## config.mk

```make
export PLATFORM = sky130hd
export DESIGN_NAME = line_window_buffer_flat
export DESIGN_NICKNAME = d
export VERILOG_FILES = /design/src/rtl/line_window_buffer_pkg.sv /design/src/rtl/line_window_buffer_if.sv /design/src/rtl/line_window_buffer_line_ram.sv /design/src/rtl/line_window_buffer.sv /design/src/flat_wrapper.sv
export SDC_FILE = /design/constraint.sdc
export NUM_CORES = 2
export LEC_CHECK = 0
export ABC_CLOCK_PERIOD_IN_PS = 2900
export CAP_MARGIN = 25
export CORE_MARGIN = 3
export CORE_UTILIZATION = 55
export DETAILED_ROUTE_END_ITERATION = 12
export PLACE_DENSITY_LB_ADDON = 0.15
export SETUP_SLACK_MARGIN = 0.15
export SLEW_MARGIN = 20
export SYNTH_ARGS = -nofsm -noshare
export SYNTH_HDL_FRONTEND = slang
export SYNTH_SLANG_ARGS = --single-unit
```

## constraint.sdc

```tcl
create_clock -name clk -period 2.9 [get_ports clk]
set_input_delay 0.29 -clock clk [delete_from_list [all_inputs] [get_ports clk]]
set_output_delay 0.29 -clock clk [all_outputs]
set_load 0.05 [all_outputs]
```

## src/rtl/line_window_buffer_pkg.sv

```systemverilog
// Shared defaults for the line window buffer and the packing rule for window pixels.
// Pixel (row r, col c) of a KxK window lives at slot r*K+c of the packed window bus.
package line_window_buffer_pkg;

    localparam int DEF_DATA_W      = 8;
    localparam int DEF_IMG_W       = 28;
    localparam int DEF_FILTER_SIZE = 3;
    localparam int DEF_PIX_PER_WR  = 2;

    function automatic int win_idx(input int r, input int c, input int k);
        return r * k + c;
    endfunction

endpackage

```

## src/rtl/line_window_buffer_if.sv

```systemverilog
// Write-stream and window-read signals between pixel source/engine and the line window buffer.
// master = pixel source plus convolution engine, slave = line_window_buffer.
interface line_window_buffer_if
    import line_window_buffer_pkg::*;
#(
    parameter int DATA_W      = DEF_DATA_W,
    parameter int IMG_W       = DEF_IMG_W,
    parameter int FILTER_SIZE = DEF_FILTER_SIZE,
    parameter int PIX_PER_WR  = DEF_PIX_PER_WR
);
    localparam int NUM_LINES = FILTER_SIZE + 1;
    localparam int CNT_W     = $clog2(NUM_LINES + 1);
    localparam int COL_W     = $clog2(IMG_W);

    logic                                     wr_valid;
    logic [PIX_PER_WR*DATA_W-1:0]             wr_data;
    logic                                     wr_ready;
    logic                                     line_done;
    logic                                     win_avail;
    logic [CNT_W-1:0]                         fill_cnt;
    logic                                     rd_en;
    logic [COL_W-1:0]                         rd_col;
    logic                                     rd_release;
    logic [FILTER_SIZE*FILTER_SIZE*DATA_W-1:0] rd_data;
    logic                                     rd_valid;
    logic                                     rd_err;

    modport master (
        output wr_valid, wr_data, rd_en, rd_col, rd_release,
        input  wr_ready, line_done, win_avail, fill_cnt, rd_data, rd_valid, rd_err
    );

    modport slave (
        input  wr_valid, wr_data, rd_en, rd_col, rd_release,
        output wr_ready, line_done, win_avail, fill_cnt, rd_data, rd_valid, rd_err
    );

endinterface

```

## src/rtl/line_window_buffer_line_ram.sv

```systemverilog
// One image line: PIX_PER_WR-wide write port and a K-pixel read at any column.
// Latency: read data registered, valid one edge after re; output holds while re is low.
// Backpressure: none; the owner guarantees writes and reads stay in range.
module lwb_line_ram
    import line_window_buffer_pkg::*;
#(
    parameter int DATA_W     = DEF_DATA_W,
    parameter int IMG_W      = DEF_IMG_W,
    parameter int K          = DEF_FILTER_SIZE,
    parameter int PIX_PER_WR = DEF_PIX_PER_WR,
    parameter int COL_W      = $clog2(IMG_W)
) (
    input  logic                         clk,
    input  logic                         rst,
    input  logic                         we,
    input  logic [COL_W-1:0]             wr_col,
    input  logic [PIX_PER_WR*DATA_W-1:0] wr_data,
    input  logic                         re,
    input  logic [COL_W-1:0]             rd_col,
    output logic [K*DATA_W-1:0]          rd_data
);

    logic [DATA_W-1:0] mem [IMG_W];

    always_ff @(posedge clk) begin
        if (we) begin
            for (int p = 0; p < PIX_PER_WR; p++) begin
                mem[wr_col + COL_W'(p)] <= wr_data[p*DATA_W +: DATA_W];
            end
        end
    end

    always_ff @(posedge clk or negedge rst) begin
        if (!rst) begin
            rd_data <= '0;
        end else if (re) begin
            for (int c = 0; c < K; c++) begin
                rd_data[c*DATA_W +: DATA_W] <= mem[rd_col + COL_W'(c)];
            end
        end
    end

endmodule

```

## src/rtl/line_window_buffer.sv

```systemverilog
// Ring of FILTER_SIZE+1 line slots; returns a KxK window at any column for the oldest K lines.
// Latency: window and rd_valid one edge after an accepted rd_en; line_done on the last beat's edge.
// Backpressure: wr_ready low while every slot holds a complete line, until a release frees one.
module line_window_buffer
    import line_window_buffer_pkg::*;
#(
    parameter int DATA_W      = DEF_DATA_W,
    parameter int IMG_W       = DEF_IMG_W,
    parameter int FILTER_SIZE = DEF_FILTER_SIZE,
    parameter int PIX_PER_WR  = DEF_PIX_PER_WR
) (
    input  logic               clk,
    input  logic               rst,
    line_window_buffer_if.slave bus
);

    localparam int K          = FILTER_SIZE;
    localparam int NUM_LINES  = K + 1;
    localparam int CNT_W      = $clog2(NUM_LINES + 1);
    localparam int LINE_W     = $clog2(NUM_LINES);
    localparam int COL_W      = $clog2(IMG_W);
    localparam int LAST_COL   = IMG_W - PIX_PER_WR;
    localparam int MAX_RD_COL = IMG_W - K;

    logic [CNT_W-1:0]  fill_cnt;
    logic [LINE_W-1:0] head;
    logic [LINE_W-1:0] wr_line;
    logic [LINE_W-1:0] rd_head;
    logic [COL_W-1:0]  wr_col;
    logic              line_done;
    logic              rd_valid;
    logic              rd_err;

    logic wr_ready, win_avail;
    logic wr_fire, wr_last;
    logic rel_ok, rel_bad, rd_ok, rd_bad;

    function automatic logic [LINE_W-1:0] next_line(input logic [LINE_W-1:0] l);
        return (l == LINE_W'(NUM_LINES - 1)) ? '0 : l + 1'b1;
    endfunction

    assign wr_ready  = fill_cnt < CNT_W'(NUM_LINES);
    assign win_avail = fill_cnt >= CNT_W'(K);
    assign wr_fire   = bus.wr_valid && wr_ready;
    assign wr_last   = wr_fire && (wr_col == COL_W'(LAST_COL));
    assign rel_ok    = bus.rd_release && win_avail;
    assign rel_bad   = bus.rd_release && !win_avail;
    assign rd_ok     = bus.rd_en && win_avail && (bus.rd_col <= COL_W'(MAX_RD_COL));
    assign rd_bad    = bus.rd_en && !rd_ok;

    always_ff @(posedge clk or negedge rst) begin
        if (!rst) begin
            fill_cnt  <= '0;
            head      <= '0;
            wr_line   <= '0;
            wr_col    <= '0;
            rd_head   <= '0;
            line_done <= 1'b0;
            rd_valid  <= 1'b0;
            rd_err    <= 1'b0;
        end else begin
            line_done <= wr_last;
            rd_valid  <= rd_ok;
            rd_err    <= rd_bad || rel_bad;
            // The read samples the pre-release head, so a same-cycle release affects only later reads.
            if (rd_ok) rd_head <= head;
            if (wr_fire) wr_col <= wr_last ? '0 : wr_col + COL_W'(PIX_PER_WR);
            if (wr_last) wr_line <= next_line(wr_line);
            if (rel_ok) head <= next_line(head);
            case ({wr_last, rel_ok})
                2'b10:   fill_cnt <= fill_cnt + 1'b1;
                2'b01:   fill_cnt <= fill_cnt - 1'b1;
                default: fill_cnt <= fill_cnt;
            endcase
        end
    end

    logic [K*DATA_W-1:0] ram_q [NUM_LINES];

    for (genvar l = 0; l < NUM_LINES; l++) begin : g_line
        lwb_line_ram #(
            .DATA_W     (DATA_W),
            .IMG_W      (IMG_W),
            .K          (K),
            .PIX_PER_WR (PIX_PER_WR),
            .COL_W      (COL_W)
        ) u_ram (
            .clk     (clk),
            .rst     (rst),
            .we      (wr_fire && (wr_line == LINE_W'(l))),
            .wr_col  (wr_col),
            .wr_data (bus.wr_data),
            .re      (rd_ok),
            .rd_col  (bus.rd_col),
            .rd_data (ram_q[l])
        );
    end

    logic [K*K*DATA_W-1:0] win;
    logic [LINE_W:0]       slot;

    always_comb begin
        win  = '0;
        slot = '0;
        for (int r = 0; r < K; r++) begin
            slot = {1'b0, rd_head} + (LINE_W + 1)'(r);
            if (slot >= (LINE_W + 1)'(NUM_LINES)) slot = slot - (LINE_W + 1)'(NUM_LINES);
            for (int c = 0; c < K; c++) begin
                win[win_idx(r, c, K)*DATA_W +: DATA_W] = ram_q[slot[LINE_W-1:0]][c*DATA_W +: DATA_W];
            end
        end
    end

    assign bus.wr_ready  = wr_ready;
    assign bus.line_done = line_done;
    assign bus.win_avail = win_avail;
    assign bus.fill_cnt  = fill_cnt;
    assign bus.rd_data   = win;
    assign bus.rd_valid  = rd_valid;
    assign bus.rd_err    = rd_err;

endmodule

```

## src/flat_wrapper.sv

```systemverilog
// flat-port wrapper written by rule: the top's interface ports become plain ports
module line_window_buffer_flat import line_window_buffer_pkg::*;
#(
    parameter int DATA_W      = DEF_DATA_W,
    parameter int IMG_W       = DEF_IMG_W,
    parameter int FILTER_SIZE = DEF_FILTER_SIZE,
    parameter int PIX_PER_WR  = DEF_PIX_PER_WR
)
  (clk, rst, bus_wr_valid, bus_wr_data, bus_rd_en, bus_rd_col, bus_rd_release, bus_wr_ready, bus_line_done, bus_win_avail, bus_fill_cnt, bus_rd_data, bus_rd_valid, bus_rd_err);
  line_window_buffer_if #(.DATA_W(DATA_W), .IMG_W(IMG_W), .FILTER_SIZE(FILTER_SIZE), .PIX_PER_WR(PIX_PER_WR)) bus_i ();
  input  logic clk;
  input  logic rst;
  input wire logic [$bits(bus_i.wr_valid)-1:0] bus_wr_valid;
  input wire logic [$bits(bus_i.wr_data)-1:0] bus_wr_data;
  input wire logic [$bits(bus_i.rd_en)-1:0] bus_rd_en;
  input wire logic [$bits(bus_i.rd_col)-1:0] bus_rd_col;
  input wire logic [$bits(bus_i.rd_release)-1:0] bus_rd_release;
  output wire logic [$bits(bus_i.wr_ready)-1:0] bus_wr_ready;
  output wire logic [$bits(bus_i.line_done)-1:0] bus_line_done;
  output wire logic [$bits(bus_i.win_avail)-1:0] bus_win_avail;
  output wire logic [$bits(bus_i.fill_cnt)-1:0] bus_fill_cnt;
  output wire logic [$bits(bus_i.rd_data)-1:0] bus_rd_data;
  output wire logic [$bits(bus_i.rd_valid)-1:0] bus_rd_valid;
  output wire logic [$bits(bus_i.rd_err)-1:0] bus_rd_err;
  assign bus_i.wr_valid = bus_wr_valid;
  assign bus_i.wr_data = bus_wr_data;
  assign bus_i.rd_en = bus_rd_en;
  assign bus_i.rd_col = bus_rd_col;
  assign bus_i.rd_release = bus_rd_release;
  assign bus_wr_ready = bus_i.wr_ready;
  assign bus_line_done = bus_i.line_done;
  assign bus_win_avail = bus_i.win_avail;
  assign bus_fill_cnt = bus_i.fill_cnt;
  assign bus_rd_data = bus_i.rd_data;
  assign bus_rd_valid = bus_i.rd_valid;
  assign bus_rd_err = bus_i.rd_err;
  line_window_buffer #(.DATA_W(DATA_W), .IMG_W(IMG_W), .FILTER_SIZE(FILTER_SIZE), .PIX_PER_WR(PIX_PER_WR)) u_core (.clk(clk), .rst(rst), .bus(bus_i));
endmodule
```

# --- Yosys cells after proc, flatten, opt, wreduce, memory -nomap -nowiden ---
# Memory sizes are Yosys's and may differ from the RTL's. A register that Yosys moved wholly into a read port is not among the register bits.
# Cells that the tools add are included.
word_totals:
  n_memories: 4
  ff_bits: 17
  ram_bits: 896
  elab_cells: 96
mem_list:
  columns: ["memory", "words", "width", "read_ports", "rd_ports_with_merged_regs", "write_ports", "line", "rtl"]
  rows:
  - ["u_core.g_line[0].u_ram.mem", 28, 8, 3, 3, 2, "line_window_buffer_line_ram.sv:23", "logic [DATA_W-1:0] mem [IMG_W];"]
  - ["u_core.g_line[1].u_ram.mem", 28, 8, 3, 3, 2, "line_window_buffer_line_ram.sv:23", null]
  - ["u_core.g_line[2].u_ram.mem", 28, 8, 3, 3, 2, "line_window_buffer_line_ram.sv:23", null]
  - ["u_core.g_line[3].u_ram.mem", 28, 8, 3, 3, 2, "line_window_buffer_line_ram.sv:23", null]
op_classes:
  add_sub_neg: 13
  n_reduce_logical: 28
  order_cmp: 9
  bitwise_logic: 3
  eq_ne: 7
  muxes: 24
ops:
  columns: ["cell", "count"]
  rows:
  - ["binary-select mux 24 bit (select 2 bit)", 3]
  - ["2-to-1 mux 24 bit", 6]
  - [">= comparator 3 bit (second input constant)", 5]
  - ["zero test 1 bit", 14]
  - ["logical AND 1 bit", 11]
  - ["adder 5 x 1 -> 5 bit (second input constant)", 2]
  - ["adder 5 x 2 -> 5 bit (second input constant)", 2]
  - ["2-to-1 mux 2 bit", 5]
  - ["NOT 2 -> 3 bit", 3]
  - ["equality test 2 bit (second input constant)", 4]
  - ["2-to-1 mux 1 bit", 8]
  - ["one-hot mux 3 bit (2 select lines)", 1]
  - ["subtractor 2 x 1 -> 2 bit (second input constant)", 3]
  - ["equality test 5 bit (second input constant)", 1]
  - ["<= comparator 5 bit (second input constant)", 1]
  - ["2-to-1 mux 5 bit", 1]
  - ["adder 2 x 1 -> 2 bit (second input constant)", 2]
  - ["equality test 2 x 1 -> 1 bit (second input constant)", 2]
  - ["adder 2 x 1 -> 3 bit (second input constant)", 1]
  - ["adder 2 x 2 -> 3 bit (second input constant)", 1]
  - ["adder 3 x 1 -> 3 bit (second input constant)", 1]
  - [">= comparator 2 x 3 -> 1 bit (second input constant)", 1]
  - [">= comparator 3 x 2 -> 1 bit (second input constant)", 1]
  - ["< comparator 3 bit (second input constant)", 1]
  - ["other kinds (4)", 4]

# --- Depth between registers and ports, before layout ---
depth:
  depth_word: 7
  depth_mapped: 12

# --- Hierarchy ---
# From an unflattened synthesis, not the netlist that was laid out.
unflattened:
  hier_cells: 4514
  area_unflattened_um2: 68418.1
modules_own_cells:
  columns: ["module", "seq_area_each_um2", "instances", "cells_each", "area_each_um2"]
  rows:
  - ["lwb_line_ram (u_core.g_line[1].u_ram ...)", 7327.0, 3, 1105, 16460.8]
  - ["lwb_line_ram (u_core.g_line[0].u_ram)", 7327.0, 1, 1041, 16442.0]
  - ["line_window_buffer", 400.4, 1, 158, 2593.7]

# --- Worst setup path before layout ---
# OpenSTA, ideal clock, no wires.
synth_timing:
  kind: "input to register"
  from: "input bus_rd_col[1]"
  to: "register u_core.g_line[0].u_ram.rd_data[14] (read register of u_core.g_line[0].u_ram.mem)"
  arrival_ps: 2647
  path_stages: 11
  setup_time_ps: 129
  path_slack_ps: 124
  path_cell_list: "buf_4 buf_2 inv_1 ha_1 buf_2 buf_4 buf_1 mux4_2 o22ai_1 nor3_1 a2111o_1"
synth_between:
  elab_chain_len: 2
  elab_cells_between_ends: 3
  cone_classes: "add/sub (1); order compare (1); reduce/logical (1)"
synth_lines:
  columns: ["element", "line", "rtl"]
  rows:
  - ["start: declaration", "flat_wrapper.sv:16", "input wire logic [$bits(bus_i.rd_col)-1:0] bus_rd_col;"]
  - ["<= comparator 5 bit", "line_window_buffer.sv:48", "assign rd_ok = bus.rd_en && win_avail && (bus.rd_col <= COL_W'(MAX_RD_COL));"]
  - ["logical AND 1 bit", "line_window_buffer.sv:48", null]
  - ["end: declaration", "line_window_buffer_line_ram.sv:20", "output logic [K*DATA_W-1:0] rd_data"]
# Parallel ways exist; a longest one is shown, timed or not.
# A chain may end at the register's enable or synchronous reset.

# --- Final worst setup path ---
layout_timing:
  from: "register u_core.rd_head[0]"
  to: "output bus_rd_data[26]"
layout_between:
  elab_chain_len: 7
  elab_cells_between_ends: 8
  cone_classes: "add/sub (2); order compare (1); mux (4); bitwise (1)"
layout_lines:
  columns: ["element", "line", "rtl"]
  rows:
  - ["start: declaration", "line_window_buffer.sv:28", "logic [LINE_W-1:0] rd_head;"]
  - ["start signal: assignment", "line_window_buffer.sv:57", "rd_head <= '0;"]
  - ["start signal: assignment", "line_window_buffer.sv:66", "if (rd_ok) rd_head <= head;"]
  - ["adder 2 x 1 -> 3 bit (*)", "line_window_buffer.sv:106", "slot = {1'b0, rd_head} + (LINE_W + 1)'(r);"]
  - [">= comparator 3 bit or subtractor 2 x 1 -> 2 bit (tied branches)", "line_window_buffer.sv:107", "if (slot >= (LINE_W + 1)'(NUM_LINES)) slot = slot - (LINE_W + 1)'(NUM_LINES);"]
  - ["2-to-1 mux 2 bit (*)", "line_window_buffer.sv:107", null]
  - ["NOT 2 -> 3 bit (not written as such) (*)", "line_window_buffer.sv:109", "win[win_idx(r, c, K)*DATA_W +: DATA_W] = ram_q[slot[LINE_W-1:0]][c*DATA_W +: DATA_W];"]
  - ["binary-select mux 24 bit (select 2 bit) (*)", "line_window_buffer.sv:109", null]
  - ["2-to-1 mux 24 bit (not written as such) (*) (2 in a row)", "line_window_buffer.sv:109", null]
  - ["end: declaration", "flat_wrapper.sv:22", "output wire logic [$bits(bus_i.rd_data)-1:0] bus_rd_data;"]
# Mark *: on every way between the ends. The rest lies on a longest branch, timed or not. The select of a mux whose other input is x is not followed.

==> flow_summary.ini <==
[status]
status = completed

[routing]
drt_iter0_drc = 7497
route.detailed.drc = 0
drt_pass1_iterations = 8
ant_nets = 0
wl_per_cell_um = 34.3
viasPerCell = 7.13
wl_um = 223000
via_count = 46400

[sta]
slew_viol_final = 0
finalClockSkew_ps = 51.8
timing.final.crit_share_pct = 96.3
slew_headroom_pct = 33.2
fmax_mhz = 358
setup_tns_ps = 0
worst_slew_pin_slew_ps = 1000
hold_viol_final = 0
fin_crit_ps = 2790
rsz0062_at_grt = yes
setup_viol = 0

[logic_synthesis]
yosysTopAreaCellShare_pct = 43.2
synth-warning-count = 0
seq_area_frac_synth_pct = 47.7
synth_nets = 5278
netlist_top_cells_area = edfxtp_1 43%, mux4_2 22%, nand2_1 8.8%
synth_area_mm2 = 0.0623
synth_seq_cells = 1008
ys_types = 64
async_flop_share_pct = 11.1
synthFlopType = edfxtp_1
synth_edf_count = 896
synth_area_per_cell_um2 = 11.9
yosysTopAreaCell = edfxtp_1
synth_cells = 5239

[critical_path]
crit_family = buffers and inverters
arrival_ps = 2500
critical_path.max_fanout = 8
required_ps = 2610
cp-end-kind = output pin
crit_chain = buf_6, buf_16, buf_12, buf_16, mux4_2, buf_6
cp_slowest_cell = dfrtp_4
startpoint_type = register
slowest_delay_ps = 520
path_class = reg2out
crit_buf_inv = 5

[worst_hold_path]
hp-class = in2reg

[placement]
place_area_mm2 = 0.0651
gp_congestion = 0.953
hpwl_um = 152000
io_buffers = 105

[layout]
nFillCells = 8502
regArea_mm2 = 0.0297
layout.nets = 4965
drive_gt1_share_pct = 27.4
multi_input_area_mm2 = 0.0285
areaGrowthSynthToFinish_pct = 11.5
postLayoutCellArea_mm2 = 0.0694

[global_route]
antenna_found_initial = 7
grt_pass1_wl_um = 319000
grt_max_degree = 130
grt.total_usage_pct = 38.0
grt_pass1_vias = 44000
grt_overflow = 0

[power_and_ir_drop]
p_leak_uw = 0.0259
p_total_uw = 50500
p_per_area_mw_per_mm2 = 728
ir_worst_vdd_uv = 1760

[floorplanning]
start_util_pct = 55.9
die_w_um = 342
coreArea_mm2 = 0.111
dieArea_mm2 = 0.117
rows = 122
die_y_um = 342
io_pins = 106

[clock_network]
cts.sink_count = 1008
clock_latency_ps = 740
cts_max_level = 3
tritoncts.num_buffers = 112
root_buffer = clkbuf_16
cts_tree = built
cts.path.max_buffers = 3
clk_pin_slew_ps = 70

[run]
maxCapViolations = 0
Yosys cell counts (39+ instances only):
| master | n |
|---|---|
| o22ai_1 | 74 |
| mux2_2 | 102 |
| nor2_1 | 54 |
| edfxtp_1 | 896 |
| buf_2 | 133 |
| clkinv_1 | 39 |
| nand3_1 | 105 |
| o221ai_1 | 46 |
| nand2_1 | 1462 |
| mux2i_1 | 293 |
| mux4_2 | 597 |
| clkbuf_1 | 697 |
| inv_1 | 62 |
| dfrtp_1 | 112 |
| a22oi_1 | 68 |
| nor3_1 | 88 |
report_power, final:
part	internal, uW	switching, uW
Sequential	16900	2430
Combinational	6470	9790
Clock	8730	6250
final cells by class:
cell class	instances	share of cell area, %
timing repair buffer	471	7.34
inverter	109	0.600
tap	1488	2.68
clock inverter	65	1.08
clock buffer	148	4.44
antenna	4	0.0144
sequential	1008	42.8
multi-input combinational	3224	41.1
layer usage:
metal | up-vias | track usage [%] | part of all wire [%]
li1 | 18600 | - | -
met1 | 23400 | 50.8 | 35
met2 | 3783 | 55.1 | 44
met3 | 666 | 13.5 | 15
met4 | 8 | 19.2 | 6.1
met5 | - | 0 | 0.022
per-stage QoR:
step                util [%]  cells  hold WS, ps  worst slack, ps
floorplan                  -   5239        -5.59              166
global placement        58.4   6277          297             -187
detailed placement      58.4   6278          303             -195
CTS                     62.2   6504         32.6            -2.60
global route            62.3   6513         56.4             75.5
finish                  62.3   6517         76.6              106
state kept, by name, summed over array words and instances, names as in the netlist:
name / cells
u_core.wr_line: 2
u_core.g_line.u_ram.rd_data: 96
u_core.bus.rd_err: 1
u_core.g_line.u_ram.mem: 896
u_core.bus.fill_cnt: 3
u_core.bus.line_done: 1
u_core.head: 2
u_core.bus.rd_valid: 1
u_core.rd_head: 2
u_core.wr_col: 4
worst paths after layout:
| path | from | end | slack, ps | depth (start not counted) |
|---|---|---|---|---|
| min in group asynchronous | rst | u_core.bus.line_done | 90 | 2 |
| worst max register to register | u_core.wr_col[1] | u_core.g_line[1].u_ram.mem[27][5] | 310 | 6 |
| worst max-delay path | u_core.rd_head[0] | bus_rd_data[26] | 110 | 6 |
| worst min register to register | u_core.head[0] | u_core.rd_head[0] | 540 | 2 |
| worst min-delay path | bus_wr_data[5] | u_core.g_line[0].u_ram.mem[26][5] | 80 | 1 |
| max in group asynchronous | rst | u_core.g_line[2].u_ram.rd_data[10] | 2020 | 3 |
repair_timing:
action / 4_1_cts / 5_1_grt
hold buffers: 2 / 0
gates cloned: 5 / 3
endpoints found under the hold margin: 49 / 0
gates resized for setup: 147 / 32
setup endpoints to repair: 89 / 116
setup buffers: 6 / 6
cell usage in the layout (no fill, tap or decap), drive strengths merged, types with 14 or more instances in the layout:
cell type	count
nand2	1466
edfxtp	896
mux4	597
buf	442
mux2i	293
clkbuf	152
dfrtp	112
nand3	106
mux2	102
nor3	89
clkinv	77
o22ai	74
inv	73
a22oi	68
nor2	63
o221ai	46
a221oi	37
a21oi	36
a21boi	33
o2111a	32
a2111o	32
nor2b	25
a31oi	19
bufinv	14
cell families (layout without fill, tap and decap cells):
kind of cell               Yosys count  in the layout  synth area share, %
xor gates and xnor gates            12             12                0.169
DFF                               1008           1008                 47.7
other                                0              4                    0
muxes                              992            992                 28.2
and+or+nand+nor                   1786           1786                 11.6
adders and majority gates           13             13                0.273
buffers and inverters             1007            793                 6.78
AOI/OAI and AO/OA                  421            421                 5.35
worst reg2reg max path: stages (launching register included):
cell,delay [ps]
dfrtp_1,380
nor2b_1,130
buf_4,140
and4_1,260
buf_12,180
nand2_1,610
clkinvlp_4,530
Note: power is estimated with default switching activity, not from simulation.
